$ cat config.mk
export PLATFORM = sky130hd
export DESIGN_NAME = spi_slave
export DESIGN_NICKNAME = d
export VERILOG_FILES = /design/src/rtl/spi_pkg.sv /design/src/rtl/spi_sync.sv /design/src/rtl/spi_slave.sv
export SDC_FILE = /design/constraint.sdc
export NUM_CORES = 1
export LEC_CHECK = 0
export ABC_CLOCK_PERIOD_IN_PS = 2630
export CORE_MARGIN = 2
export CORE_UTILIZATION = 42
export DETAILED_ROUTE_END_ITERATION = 8
export PLACE_DENSITY = 0.74
export SYNTH_ARGS = -nofsm -noshare
export SYNTH_HDL_FRONTEND = slang
export SYNTH_SLANG_ARGS = --single-unit
export TNS_END_PERCENT = 50
$ cat constraint.sdc
create_clock -name clk -period 2.63 [get_ports clk]
set_clock_uncertainty 0.05 [all_clocks]
set_input_delay 0.526 -clock clk [delete_from_list [all_inputs] [get_ports clk]]
set_output_delay 0.526 -clock clk [all_outputs]
set_load 0.02 [all_outputs]
$ cat src/rtl/spi_pkg.sv
// Shared constants for the SPI mode-0 slave.
// Word width and synchronizer depth used across the slice.
package spi_pkg;
   localparam int SPI_DATA_W      = 8;
   localparam int SPI_SYNC_STAGES = 2;
endpackage

$ cat src/rtl/spi_sync.sv
// N-flop synchronizer for one asynchronous pin.
// Exposes the last-stage D input and Q output.
module spi_sync #(
   parameter int   STAGES  = 2,
   parameter logic RST_VAL = 1'b0
) (
   input  logic clk,
   input  logic rst,
   input  logic a,
   output logic d,
   output logic q
);
   logic [STAGES-1:0] r;
   logic [STAGES:0]   tap;

   assign tap = {r, a};
   assign d   = tap[STAGES-1];
   assign q   = tap[STAGES];

   // shift the pin through the flop chain
   always_ff @(posedge clk or negedge rst) begin
      if (!rst) r <= {STAGES{RST_VAL}};
      else      r <= tap[STAGES-1:0];
   end
endmodule

$ cat src/rtl/spi_slave.sv
// SPI mode-0 slave running in the clk domain.
// Pins are synchronized, sck edges detected, words shifted MSB first.
module spi_slave
   import spi_pkg::*;
#(
   parameter int DATA_W = SPI_DATA_W
) (
   input  logic              clk,
   input  logic              rst,
   input  logic              ss,
   input  logic              sck,
   input  logic              mosi,
   output logic              miso,
   input  logic [DATA_W-1:0] din,
   output logic [DATA_W-1:0] dout,
   output logic              done,
   output logic              ss_d,
   output logic              ss_q,
   output logic              mosi_d,
   output logic              mosi_q,
   output logic [DATA_W-1:0] data_d,
   output logic [DATA_W-1:0] data_q
);
   localparam int            CW   = $clog2(DATA_W);
   localparam logic [CW-1:0] LAST = CW'(DATA_W - 1);

   logic              sck_q;
   logic              sck_d_unused;
   logic              sck_old;
   logic              rise;
   logic              fall;
   logic              last;
   logic [CW-1:0]     bit_cnt;
   logic [DATA_W-1:0] shifted;

   spi_sync #(.STAGES(SPI_SYNC_STAGES), .RST_VAL(1'b0)) u_sck (
      .clk(clk), .rst(rst), .a(sck), .d(sck_d_unused), .q(sck_q)
   );

   spi_sync #(.STAGES(SPI_SYNC_STAGES), .RST_VAL(1'b1)) u_ss (
      .clk(clk), .rst(rst), .a(ss), .d(ss_d), .q(ss_q)
   );

   spi_sync #(.STAGES(SPI_SYNC_STAGES), .RST_VAL(1'b0)) u_mosi (
      .clk(clk), .rst(rst), .a(mosi), .d(mosi_d), .q(mosi_q)
   );

   assign rise    = sck_q & ~sck_old;
   assign fall    = ~sck_q & sck_old;
   assign shifted = {data_q[DATA_W-2:0], mosi_q};
   assign last    = ~ss_q & rise & (bit_cnt == LAST);

   // shift register next state: reload from din when idle or word ends
   always_comb begin
      data_d = data_q;
      if (ss_q || last) data_d = din;
      else if (rise)    data_d = shifted;
   end

   // shift register and previous-sck history
   always_ff @(posedge clk or negedge rst) begin
      if (!rst) begin
         data_q  <= '0;
         sck_old <= 1'b0;
      end else begin
         data_q  <= data_d;
         sck_old <= sck_q;
      end
   end

   // bit counter; deselect clears it, which also aborts partial words
   always_ff @(posedge clk or negedge rst) begin
      if (!rst)      bit_cnt <= '0;
      else if (ss_q) bit_cnt <= '0;
      else if (rise) bit_cnt <= last ? '0 : bit_cnt + 1'b1;
   end

   // received word capture with one-cycle strobe
   always_ff @(posedge clk or negedge rst) begin
      if (!rst) begin
         dout <= '0;
         done <= 1'b0;
      end else begin
         done <= last;
         if (last) dout <= shifted;
      end
   end

   // miso follows the MSB while idle and on each sck fall
   always_ff @(posedge clk or negedge rst) begin
      if (!rst)             miso <= 1'b0;
      else if (ss_q | fall) miso <= data_q[DATA_W-1];
   end
endmodule

==> Yosys cells after proc, flatten, opt, wreduce, memory -nomap -nowiden <==
Index checks and enable logic that the tools add are counted.
Widths: inputs -> output; s select.
{ "word_totals": {"ff_bits": 28, "inputBits": 13, "output_inout_bits": 30, "wordCells": 26} }
{ "classes": {"addsub": 1, "eq_ne": 1, "muxes": 5, "bitwise_logic": 8, "reduce_logical": 2} }
{ "ops": {"columns": ["cell", "count"], "rows": [
  ["$mux 8", 2],
  ["$mux 3", 3],
  ["$and 1x1->1", 4],
  ["$add 3x1->3 const B", 1],
  ["$eq 3x3->1 const B", 1],
  ["$not 1->1", 3],
  ["$reduce_bool 2->1", 1],
  ["$logic_or 1x1->1", 1],
  ["$or 1x1->1", 1]
]} }

==> Depth between registers and ports, before layout <==
{ "logic_depth": {"depth_word": 7, "depth_mapped": 6, "mapped_depth_nobuf": 5} }

==> Cells and area by module <==
From an unflattened synthesis, not the netlist that was laid out.
{ "unflattened": {"cells_unflattened": 75, "hier_area_um2": 1073.5} }
{ "modules_own_cells": {"columns": ["mod", "instances", "cells_per_inst", "area_each_um2", "seq_area_each_um2"], "rows": [
  ["spi_slave", 1, 69, 920.9, 550.5],
  ["spi_sync (u_mosi ...)", 2, 2, 50.0, 50.0],
  ["spi_sync (u_ss)", 1, 2, 52.6, 52.6]
]} }

==> Worst setup path after synthesis <==
No wires, ideal clock.
{ "synth_path": {"path_type": "register -> output", "from": "register bit_cnt[0]", "to": "output port data_d[6]", "arrival_ps": 1692, "t_required_ps": 2054, "slack_ps": 362, "path_stages_with_launch": 7, "n_path_buf": 1, "path_cell_list": "dfrtp_1 > ha_1 > ha_1 > or3b_1 > buf_2 > o22a_1 > o22a_1"} }
{ "synth_via": {"elab_chain_cells": 4} }
{ "synth_rtl": {"columns": ["element", "line_no", "text"], "rows": [
  ["start, declared", "spi_slave.sv:33", "logic [CW-1:0] bit_cnt;"],
  ["start signal, assigned", "spi_slave.sv:75", "else if (rise) bit_cnt <= last ? '0 : bit_cnt + 1'b1;"],
  ["$eq 3x3->1", "spi_slave.sv:51", "assign last = ~ss_q & rise & (bit_cnt == LAST);"],
  ["$and 1x1->1", "spi_slave.sv:51", null],
  ["$logic_or 1x1->1", "spi_slave.sv:56", "if (ss_q || last) data_d = din;"],
  ["$mux 8", "spi_slave.sv:56", null],
  ["end, declared", "spi_slave.sv:21", "output logic [DATA_W-1:0] data_d,"]
]} }
No other way between the ends.

==> Worst setup path after layout <==
{ "layout_path": {"from": "register bit_cnt[1]", "to": "output port data_d[6]"} }
Same word-level chain as after synthesis.

==> impl_metrics.py <==
metrics = {
    "sta": {
        "period_share": 1.00,
        "worst_pin_slew_ps": 336,
        "slew_viol_final": 0,
        "setup_viol": 1,
        "rsz0062_at_grt": "true",
        "min_period_ps": 2640,
        "hold_viol": 0,
        "final.setup.worst_slack_ps": -9.67,
        "relSlewSlack": 0.776,
        "whs_ps": 326,
        "fmax_mhz": 379,
    },
    "pwr": {
        "ir_worst_vdd_mv": 0.401,
        "power_mw": 0.882,
        "power.density_mw_per_mm2": 526,
        "p_sw_mw": 0.235,
        "p_leak_nw": 0.748,
        "p_seq_frac": 0.538,
        "p_int_mw": 0.647,
        "switching_share": 0.267,
        "power_frac_clock": 0.239,
        "combPwrFrac": 0.223,
    },
    "routing": {
        "wire_per_inst_um": 15.4,
        "routed_via_density": 5.23,
        "wl_um": 2460,
        "drt_first_pass_iters": 4,
        "drcViolationCount": 0,
        "drt_iter0_markers": 3,
        "vias": 837,
        "ant_nets": 0,
    },
    "grt": {
        "grt_max_degree": 29,
        "grt_usage": 0.187,
        "antenna_found_initial": 0,
        "grt_pass1_wl_um": 3820,
        "grt_overflow": 0,
        "grt_pass1_vias": 851,
    },
    "clocking": {
        "cts-root-buf": "clkbuf_4",
        "cts_tree": "done",
        "cts.path.max_buffers": 2,
        "htree_levels": 1,
        "clk_pin_slew_ps": 140,
        "cts_sinks": 28,
        "clk_latency_ps": 340,
        "cts_buffers": 3,
    },
    "yosys": {
        "ys_types": 18,
        "async_reset_ff_frac": 1.00,
        "synth_ff_type": "dfrtp_1",
        "synth_area_per_cell_um2": 14.3,
        "yosysSeqAreaShare": 0.655,
        "synthTopCellsByArea": "dfrtp_1 (61%), o22a_1 (13%), mux2_1 (8.4%)",
        "yosys_warnings": 0,
        "yosysTopAreaCell": "dfrtp_1",
        "yosysTopAreaCellShare": 0.606,
        "syn_inst": 75,
        "synthesis.area_mm2": 0.00107,
        "syn_nets": 90,
        "synth_edf_count": 0,
        "ys_top_cells_by_count": "dfrtp_1 (26), o22a_1 (16), mux2_1 (8), a21oi_1 (5), nand2_1 (4)",
        "yosys.cell_count.top_type": "dfrtp_1",
        "yosys_register_bits": 28,
    },
    "outcome": {
        "violations": "negative setup slack",
        "status": "finished with violations",
    },
    "placement": {
        "place.port_buffers": 42,
        "gp_congestion": 0.717,
        "post-dp-hpwl_um": 1790,
    },
    "floorplan": {
        "dieArea_mm2": 0.00298,
        "initial_core_util": 0.437,
        "core_mm2": 0.00245,
        "io_pins": 43,
        "die_w_um": 54.6,
        "num_rows": 18,
        "die_h_um": 54.6,
    },
    "cells_and_area": {
        "drive_above_1_share": 0.238,
        "fill_cells": 179,
        "final_nets": 146,
        "syn_to_final_growth_pct": 56.1,
        "n_antenna_cell": 0,
    },
    "critical_path": {
        "critical_path.startpoint_type": "flop",
        "crit_type": "flop to output port",
        "crit_required_ps": 2050,
        "cp_max_fo": 8,
        "end_kind": "output port",
        "worstPathArrival_ps": 2060,
    },
    "job": {
        "maxCapViolations": 0,
    },
    "min_path": {
        "hp-class": "flop to flop",
    },
}
-- kinds of logic after synthesis --
logic type,count (synthesis),share of synthesized area
compound gates,21,0.154
buf+inv,5,0.0198
simple gates,10,0.0536
mux,9,0.0944
fa+ha+maj,2,0.0233
flops,28,0.655
-- layout make-up --
type,instances,area (µm²),share of cell area
clock buffers,4,36.3,0.0217
well taps,30,37.5,0.0224
multi-input cells,42,367,0.219
flip-flops and latches,28,703,0.420
repair buffers,55,528,0.315
inverters,1,3.75,0.00224
-- per-layer routing --
layer  GRT usage  part of all wire
met4       0.104             0.024
met3      0.0738             0.076
met2       0.297              0.50
met1       0.216              0.40
met5           0                 0
-- layout by cell type, fill, tap and decap left out, drive strengths merged --
| master | instances |
|---|---|
| nand2b | 1 |
| nor2b | 1 |
| inv | 1 |
| o22a | 16 |
| a21oi | 5 |
| dfstp | 2 |
| nand3b | 1 |
| or3 | 1 |
| clkbuf | 4 |
| nand2 | 4 |
| buf | 21 |
| dfrtp | 26 |
| nor3b | 1 |
| mux2 | 9 |
| clkdlybuf4s50 | 34 |
| ha | 2 |
| or3b | 1 |
-- flip-flops by register name (all words and copies together), names as in the netlist --
register,cells
u_ss.r,2
data_q,8
u_sck.r,2
done,1
sck_old,1
dout,8
u_mosi.r,2
miso,1
bit_cnt,3
-- critical path, cell delays in order, from the launching register on --
cell and delay, ps:
dfrtp_1 420, ha_2 200, ha_4 150, or3b_4 420, o22a_1 180, o22a_1 220
buf_6 140
-- final timing paths --
check | depth (start not counted) | slack, ps | start | end
worst max register to register | 7 | 650 | bit_cnt[1] | data_q[6]
worst min-delay path | 0 | 330 | u_ss.r[0] | u_ss.r[1]
worst min register to register | 0 | 330 | u_ss.r[0] | u_ss.r[1]
max in group asynchronous | 2 | 1740 | rst | u_ss.r[0]
worst max-delay path | 6 | -10 | bit_cnt[1] | data_d[6]
min in group asynchronous | 2 | 480 | rst | dout[2]
-- metrics by stage --
stage	instances	area, µm²	worst slack, ps	setup TNS (ps)	util
2_1_floorplan	75	1070	362	0	-
3_3_place_gp	152	1580	-123	-943	0.644
3_5_place_dp	152	1580	-172	-1260	0.644
4_1_cts	158	1660	-39.9	-39.9	0.676
5_1_grt	160	1680	-70.6	-257	0.682
6_report	160	1680	-9.67	-9.67	0.682
-- power by group through the flow --
stage	clock, mW	combinational, mW	sequential, mW
floorplan	0	0.0604	0.499
global placement	0	0.182	0.481
detailed placement	0	0.183	0.482
CTS	0.214	0.193	0.474
global route	0.229	0.211	0.478
finish	0.211	0.197	0.474
-- repair_timing --
action / in CTS / in global routing
gates resized for setup: 52 / 0
setup endpoints to repair: 8 / 8
endpoints found under the hold margin: 0 / 0
buffers inserted: 2 / 2
hold buffers: 0 / 0
pin swaps: 18 / 2
No activity file was read; power rests on OpenSTA's default activity.
